**src/rtl/rsa_uart_sequencer.sv**
```systemverilog
// rsa_uart_sequencer
//
// Collects a frame of three big-endian operands (value, exponent, modulus)
// from a UART receiver, launches one exponent_modulus job, and then sends
// the WIDTH-bit result back out through a UART transmitter, MSB byte first.
// A zero modulus skips the job and returns all ones. Bytes that arrive while
// a job is in progress, and partial frames that stall, are discarded and
// counted.
//
// Ports
//   clk_in            single clock, rising edge
//   rst_in            synchronous, active-high reset
//   rx_valid_in       one-cycle strobe, rx_byte_in holds a new byte
//   rx_byte_in        received byte
//   expmod_start_out  one-cycle start strobe to exponent_modulus
//   value_out         operand: base
//   exponent_out      operand: exponent
//   modulus_out       operand: modulus
//   expmod_busy_in    exponent_modulus is busy
//   expmod_valid_in   one-cycle strobe, expmod_result_in is valid
//   expmod_result_in  modexp result
//   tx_trigger_out    one-cycle strobe, tx_data_out is the byte to send
//   tx_data_out       byte to transmit
//   tx_busy_in        transmitter busy
//   busy_out          high whenever the FSM is not collecting bytes
//   result_out        last result latched (LED display)
//   drop_count_out    saturating count of discarded bytes and frames
//   state_out         current FSM state (debug)
//
// Handshakes: rx_valid_in and expmod_valid_in are single-cycle strobes with
// no back-pressure; a byte or result is taken in the cycle its strobe is high
// or never. expmod_start_out is raised only in a cycle where expmod_busy_in
// is low, and tx_trigger_out only in a cycle where tx_busy_in is low.

module rsa_uart_sequencer #(
  parameter int WIDTH          = 16,
  parameter int TIMEOUT_CYCLES = 1_000_000
) (
  input  logic             clk_in,
  input  logic             rst_in,
  input  logic             rx_valid_in,
  input  logic [7:0]       rx_byte_in,
  output logic             expmod_start_out,
  output logic [WIDTH-1:0] value_out,
  output logic [WIDTH-1:0] exponent_out,
  output logic [WIDTH-1:0] modulus_out,
  input  logic             expmod_busy_in,
  input  logic             expmod_valid_in,
  input  logic [WIDTH-1:0] expmod_result_in,
  output logic             tx_trigger_out,
  output logic [7:0]       tx_data_out,
  input  logic             tx_busy_in,
  output logic             busy_out,
  output logic [WIDTH-1:0] result_out,
  output logic [7:0]       drop_count_out,
  output logic [2:0]       state_out
);

  localparam int NB          = WIDTH / 8;
  localparam int FRAME_BYTES = 3 * NB;
  localparam int FW          = 3 * WIDTH;
  localparam int BCW         = $clog2(FRAME_BYTES + 1);
  localparam int TCW         = $clog2(TIMEOUT_CYCLES + 1);
  localparam int TXW         = $clog2(NB + 1);
  localparam logic [TCW-1:0] TIMEOUT_LIM = TCW'(TIMEOUT_CYCLES);

  typedef enum logic [2:0] {
    S_RX      = 3'd0,
    S_LAUNCH  = 3'd1,
    S_WAIT    = 3'd2,
    S_TX_LOAD = 3'd3,
    S_TX_WAIT = 3'd4
  } state_t;

  state_t           state;
  logic [BCW-1:0]   byte_cnt;
  logic [TCW-1:0]   idle_cnt;
  // Holds all but the final byte of a frame; the final byte is taken
  // straight from rx_byte_in when the operands are loaded.
  logic [FW-9:0]    frame;
  logic [WIDTH-1:0] tx_shift;
  logic [TXW-1:0]   tx_left;    // bytes still to send after the current one
  logic             tx_holdoff; // masks tx_busy_in in the cycle after a trigger

  logic [FW-1:0] frame_next;
  logic          timeout_hit;
  logic          last_byte;
  logic          drop_event;

  assign frame_next = {frame, rx_byte_in};
  // idle_cnt equals TIMEOUT_LIM on the first cycle after TIMEOUT_CYCLES
  // idle cycles; that cycle is the timeout, even if a byte arrives in it.
  assign timeout_hit = (state == S_RX) && (byte_cnt != '0) && (idle_cnt == TIMEOUT_LIM);
  assign last_byte   = (byte_cnt == BCW'(FRAME_BYTES - 1));
  assign drop_event  = timeout_hit || (rx_valid_in && (state != S_RX));

  assign busy_out  = (state != S_RX);
  assign state_out = state;

  always_ff @(posedge clk_in) begin
    if (rst_in) begin
      state            <= S_RX;
      byte_cnt         <= '0;
      idle_cnt         <= '0;
      frame            <= '0;
      tx_shift         <= '0;
      tx_left          <= '0;
      tx_holdoff       <= 1'b0;
      value_out        <= '0;
      exponent_out     <= '0;
      modulus_out      <= '0;
      result_out       <= '0;
      drop_count_out   <= '0;
      expmod_start_out <= 1'b0;
      tx_trigger_out   <= 1'b0;
      tx_data_out      <= '0;
    end else begin
      expmod_start_out <= 1'b0;
      tx_trigger_out   <= 1'b0;

      if (drop_event && (drop_count_out != 8'hFF)) begin
        drop_count_out <= drop_count_out + 8'd1;
      end

      case (state)
        S_RX: begin
          if (timeout_hit) begin
            // Discard the stalled frame; a coincident byte opens a new one.
            idle_cnt <= '0;
            if (rx_valid_in) begin
              frame    <= (FW-8)'(rx_byte_in);
              byte_cnt <= BCW'(1);
            end else begin
              byte_cnt <= '0;
            end
          end else if (rx_valid_in) begin
            idle_cnt <= '0;
            frame    <= frame_next[FW-9:0];
            if (last_byte) begin
              value_out    <= frame_next[FW-1 -: WIDTH];
              exponent_out <= frame_next[2*WIDTH-1 -: WIDTH];
              modulus_out  <= frame_next[WIDTH-1:0];
              byte_cnt     <= BCW'(FRAME_BYTES);
              state        <= S_LAUNCH;
            end else begin
              byte_cnt <= byte_cnt + BCW'(1);
            end
          end else if (byte_cnt != '0) begin
            idle_cnt <= idle_cnt + TCW'(1);
          end else begin
            idle_cnt <= '0;
          end
        end

        S_LAUNCH: begin
          if (modulus_out == '0) begin
            result_out <= '1;
            tx_shift   <= '1;
            tx_left    <= TXW'(NB - 1);
            state      <= S_TX_LOAD;
          end else if (!expmod_busy_in) begin
            expmod_start_out <= 1'b1;
            state            <= S_WAIT;
          end
        end

        S_WAIT: begin
          if (expmod_valid_in) begin
            result_out <= expmod_result_in;
            tx_shift   <= expmod_result_in;
            tx_left    <= TXW'(NB - 1);
            state      <= S_TX_LOAD;
          end
        end

        S_TX_LOAD: begin
          if (!tx_busy_in) begin
            tx_data_out    <= tx_shift[WIDTH-1 -: 8];
            tx_trigger_out <= 1'b1;
            tx_shift       <= tx_shift << 8;
            tx_holdoff     <= 1'b1;
            state          <= S_TX_WAIT;
          end
        end

        S_TX_WAIT: begin
          // The transmitter raises busy one cycle after the trigger, so the
          // first cycle here would otherwise see a stale "not busy".
          if (tx_holdoff) begin
            tx_holdoff <= 1'b0;
          end else if (!tx_busy_in) begin
            if (tx_left == '0) begin
              byte_cnt <= '0;
              idle_cnt <= '0;
              state    <= S_RX;
            end else begin
              tx_left <= tx_left - TXW'(1);
              state   <= S_TX_LOAD;
            end
          end
        end

        default: state <= S_RX;
      endcase
    end
  end

endmodule

```
**config.mk**
```make
export PLATFORM = sky130hd
export DESIGN_NAME = rsa_uart_sequencer
export DESIGN_NICKNAME = d
export VERILOG_FILES = /design/src/rtl/rsa_uart_sequencer.sv
export SDC_FILE = /design/constraint.sdc
export NUM_CORES = 1
export LEC_CHECK = 0
export BUFFER_PORTS_ARGS = -buffer_cell sky130_fd_sc_hd__buf_2
export CORE_MARGIN = 2
export CORE_UTILIZATION = 40
export DETAILED_ROUTE_END_ITERATION = 7
export PLACE_DENSITY = 0.57
export SLEW_MARGIN = 30
export SYNTH_ARGS = -nofsm -noshare
export SYNTH_HDL_FRONTEND = slang
export SYNTH_SLANG_ARGS = --single-unit
```
**constraint.sdc**
```tcl
create_clock -name clk_in -period 3.2 [get_ports clk_in]
set_input_delay 0.64 -clock clk_in [delete_from_list [all_inputs] [get_ports clk_in]]
set_output_delay 0.64 -clock clk_in [all_outputs]
set_load 0.01 [all_outputs]
```
-- Word-level counts from Yosys, hierarchy flattened
Index checks and enable logic that the tools add are counted.
Widths: inputs -> output; s select.
- output and inout bits: 86
- register bits: 167
- eq/ne operators: 19
- multiplexer cells: 44
- reductions and logical operators: 27
- bitwise gates (word level): 4
- add/subtract/negate cells: 4
- operators by type and width (operator ; count):
    $mux 20 ; 6
    $mux 40 ; 3
    $mux 16 ; 3
    $pmux 16 s3 ; 1
    $mux 3 ; 15
    $pmux 20 s2 ; 1
    $pmux 16 s2 ; 1
    $add 20x1->20 const B ; 1
    $eq 20x20->1 const B ; 1
    $ne 2x2->1 const B ; 10
    $logic_not 16->1 ; 1
    $pmux 3 s5 ; 1
    $mux 2 ; 6
    $reduce_and 4->1 ; 3
    $reduce_bool 3->1 ; 4
    $add 8x1->8 const B ; 1
    $ne 8x8->1 const B ; 1
    $reduce_and 8->1 ; 1
    $eq 3x2->1 const B ; 2
    $eq 3x3->1 const B ; 2
    $ne 3x3->1 const B ; 2
    $pmux 2 s3 ; 1
    $pmux 3 s2 ; 1
    $reduce_and 2->1 ; 3
    16 further kinds ; 27

-- Depth between registers and ports, before layout
- word-level depth: 5
- depth in mapped cells: 12
- gate-level depth less buffers: 7

-- Least setup slack after synthesis
Ideal clock, no wire load.
- path kind: reg-to-reg
- start point: register state[0], in the netlist state_out[0]
- end point: register drop_count_out[5]
- clock period less this slack: 2487 ps
- cell stages (with the launch flop): 12
- setup time: 121 ps
- arrival time: 2367 ps
- buffers on the path: 4
- data required time: 3079 ps
- path slack: 713 ps
- cell sequence: dfxtp_1 -> buf_6 -> or2_1 -> buf_6 -> nor2_8 -> inv_4 -> or3_4 -> buf_6 -> a2bb2oi_2 -> buf_6 -> nor4b_1 -> mux2_2
- elaborated cells on any way between the ends: 7
- those cells by class: 7 x reduce/logical
- RTL lines (item ; line ; RTL):
    from (decl) ; 75 ; state_t state;
    from (signal assigned) ; 102 ; state <= S_RX;
    from (signal assigned) ; 144 ; state <= S_LAUNCH;
    from (signal assigned) ; 160 ; state <= S_TX_LOAD;
    $reduce_bool 3->1 ; -- ;
    via busy_out ; 53 ; output logic busy_out,
    $logic_and 1x1->1 ; 95 ; assign drop_event = timeout_hit || (rx_valid_in && (state != S_RX));
    $logic_or 1x1->1 ; 95 ;
    $logic_and 1x1->1 ; 121 ; if (drop_event && (drop_count_out != 8'hFF)) begin
    to (signal assigned) ; 122 ; drop_count_out <= drop_count_out + 8'd1;
    to (decl) ; 55 ; output logic [7:0] drop_count_out,
The timed path passes the listed nets, and every way through them passes these cells.
A chain may end at the register's enable or synchronous reset.

-- Final worst setup path
- start point: register tx_left[0]
- end point: register idle_cnt[9]
- word-level cells in the longest chain between the ends: 3
- ends and longest elaborated chain (item ; line ; RTL):
    from (decl) ; 82 ; logic [TXW-1:0] tx_left;
    from (signal assigned) ; 159 ; tx_left <= TXW'(NB - 1);
    from (signal assigned) ; 171 ; tx_left <= TXW'(NB - 1);
    from (signal assigned) ; 197 ; tx_left <= tx_left - TXW'(1);
    $logic_not 2->1 ; 192 ; if (tx_left == '0) begin
    $ne 2x2->1 (no line) ; -- ;
    $reduce_and 4->1 (no line) ; -- ;
    to (signal assigned) ; 149 ; idle_cnt <= idle_cnt + TCW'(1);
    to (decl) ; 77 ; logic [TCW-1:0] idle_cnt;
No other way between the ends.

==> results.ini <==
[placement]
placedCellCount=1100
place.detailed.hpwl_um=11200
io_buffers=115
dp_slack_ps=393
gp_congestion=0.789

[yosys]
yosys-mux-area-fraction_pct=1.95
synthDistinctLibCells=65
synth_area_um2=6860
seq_area_frac_synth_pct=48.7
synth-xor-area-share_pct=1.40
netlist_instances=813
synth_top_family_by_area=simple AND/OR/NAND/NOR gates
yosys.area_share.simple_pct=23.9
ys_warn_count=0
avgSynthCellArea_um2=8.44
synth_edf_count=0
yosysTopAreaCell=dfxtp_1
synth_top_cells_by_area=dfxtp_1 49%, nand2_1 10%, a21oi_1 8.2%, nand3_1 3.3%, clkbuf_1 2.8%
synthArstFlopShare_pct=0
yosys.area.top_type_share_pct=48.7
synth_fa_ha_area_share_pct=1.28
ys_ff_latch=167
synth_fp_nets=850
synthFlopType=dfxtp_1
synth-compound-area-share_pct=18.0

[route]
dr.pass1.iters=4
drt-vias-per-instance=5.29
wl_per_cell_um=15.3
drtAntennaViolNets=0
drt_wl_total_um=17300
drc=0
drtIter0Drc=395
vias=5984

[floorplanning]
core.rowCount=47
die-area_um2=18200
start_util_pct=41.1
core_area_um2=16700
ios=116
die_h_um=135
die_w_um=135

[worst_setup_path]
path_class=reg -> reg
start_kind=flop
crit_slowest_cell=a2111oi_2
critPathBufInv=1
critPathTopFamily=simple AND/OR/NAND/NOR gates
timing.reg2reg.worst_path_depth=7
critPathLaunch=tx_left[0]
path_max_fanout=5
endpoint_kind=flop
path_cells=inv_1 -> ha_1 -> or3b_2 -> a2111oi_2 -> nand3_1 -> or4_1 -> o32ai_1
arrival_ps=2970
crit_required_ps=3530
max_stage_delay_ps=650
r2r-start=tx_left[0]
worst-path-stages=7

[cts]
postCtsSetupBuffers=0
hold_buffers=0
cts_buffers=17
clk_pin_slew_ps=70
cts_resized=0
clock_path_buffers=2
cts_max_level=4
cts-root-buf=clkbuf_16
cts_tree=built
clkLatencyLatePin_ps=430
clock-sinks=167

[cells_and_area]
regArea_um2=3340
multi_input_area_um2=3230
layout_commonest_cell=nand2_1
final_cells=1132
diodes=0
most-common-layout-cells=183 x nand2_1, 167 x dfxtp_1, 114 x buf_2
final_util_pct=49.1
final_nets=936
syn2layout_area_growth_pct=19.6
drive_gt1_share_pct=21.5
fill_cells=1692

[timing]
setup_viol=0
slew_violations=0
min_period_ps=2640
worst_slack_ps=564
rsz0062_at_grt=false
fin_skew_ps=10.9
relSlewSlack_pct=45.6
finalHoldViolations=0
timing.fmax_ghz=0.379
timing.setup.tns_ps=0
worstMarginPinSlew_ps=804
min_period_over_period_pct=82.4

[worst_hold_path]
hp-class=reg -> reg
hold_path_depth=2
holdCritStartpoint=exponent_out[9]

[global_route]
grtUsageTotal_pct=19.2
grt_pass1_vias=5523
grt_max_degree=97
use_met1_pct=27.2
antenna_found_initial=0
grt_pass1_wl_um=28300
use_met2_pct=28.7
grt-ovfl-total=0
top_usage_layer=met2
grt_util_met3_pct=5.74

[power]
ir_drop_uv=412
leakage_nw=3.09
fin_total_pwr_mw=6.13
powerDensity_nw_per_um2=747

[run]
max_cap_violations=0

[run_status]
status=finished clean

==> path summary, 6_finish.rpt <==
kind / endpoint / slack (ps)
min reg2reg: exponent_out[9] / 450
max: idle_cnt[9] / 560
max reg2reg: idle_cnt[9] / 560
min: exponent_out[9] / 450
==> cells in the mapped netlist (4+ instances only) <==
| master | n |
|---|---|
| a21oi_1 | 113 |
| buf_6 | 4 |
| o21ai_0 | 7 |
| o221a_2 | 16 |
| inv_1 | 10 |
| or2_2 | 4 |
| nand4_1 | 13 |
| mux2i_1 | 10 |
| nand2_1 | 183 |
| xor2_1 | 9 |
| ha_1 | 7 |
| nor2_1 | 35 |
| nor2b_1 | 5 |
| nand3_1 | 45 |
| dfxtp_1 | 167 |
| a311oi_1 | 16 |
| nor4_1 | 10 |
| or4_1 | 5 |
| clkbuf_1 | 51 |
| nor3_1 | 14 |
| and4_1 | 5 |
| buf_2 | 7 |
| nand2b_1 | 11 |
==> cell type report <==
class	count	area share [%]
clock buffers	17	5.18
multi-input cells	571	39.4
clock inverters	15	2.06
repair buffers	130	8.72
inverters	12	0.579
flip-flops and latches	167	40.7
well taps	220	3.35
==> tightest hold or removal path, stage by stage, from the launching register on <==
cell     delay [ps]
dfxtp_1         300
nand2_1          50
a21oi_1          50
==> per-layer routing <==
metal / vias up / routed length, um / share of wire (%)
met3: 13 / 869 / 5.0
met1: 2803 / 8550 / 49
li1: 3054 / - / -
met4: 0 / 169 / 0.98
met5: - / 0 / 0
met2: 114 / 7700 / 45
==> through the flow <==
step | cell area (um^2) | hold WS, ps
floorplan | 6860 | 432
global placement | 7610 | 441
detailed placement | 7610 | 444
CTS | 8210 | 452
global route | 8210 | 460
finish | 8210 | 450
==> logic make-up after synthesis <==
logic type      count (synthesis)
xor+xnor                       11
buf+inv                        75
simple gates                  351
mux                            13
compound gates                189
fa+ha+maj                       7
flops                         167
==> registers in the layout (all words and copies together), names as in the netlist <==
name              flops
tx_left               2
tx_data_out           8
drop_count_out        8
result_out           16
state_out             3
exponent_out         16
tx_holdoff            1
byte_cnt              3
tx_shift             16
idle_cnt             20
value_out            16
expmod_start_out      1
frame                40
modulus_out          16
tx_trigger_out        1
==> report_power, final <==
part / total (mW) / internal [mW] / switching (mW)
Sequential: 2.52 / 2.36 / 0.165
Clock: 2.05 / 1.16 / 0.885
Combinational: 1.56 / 0.603 / 0.954
(Power assumes the default switching activity.)
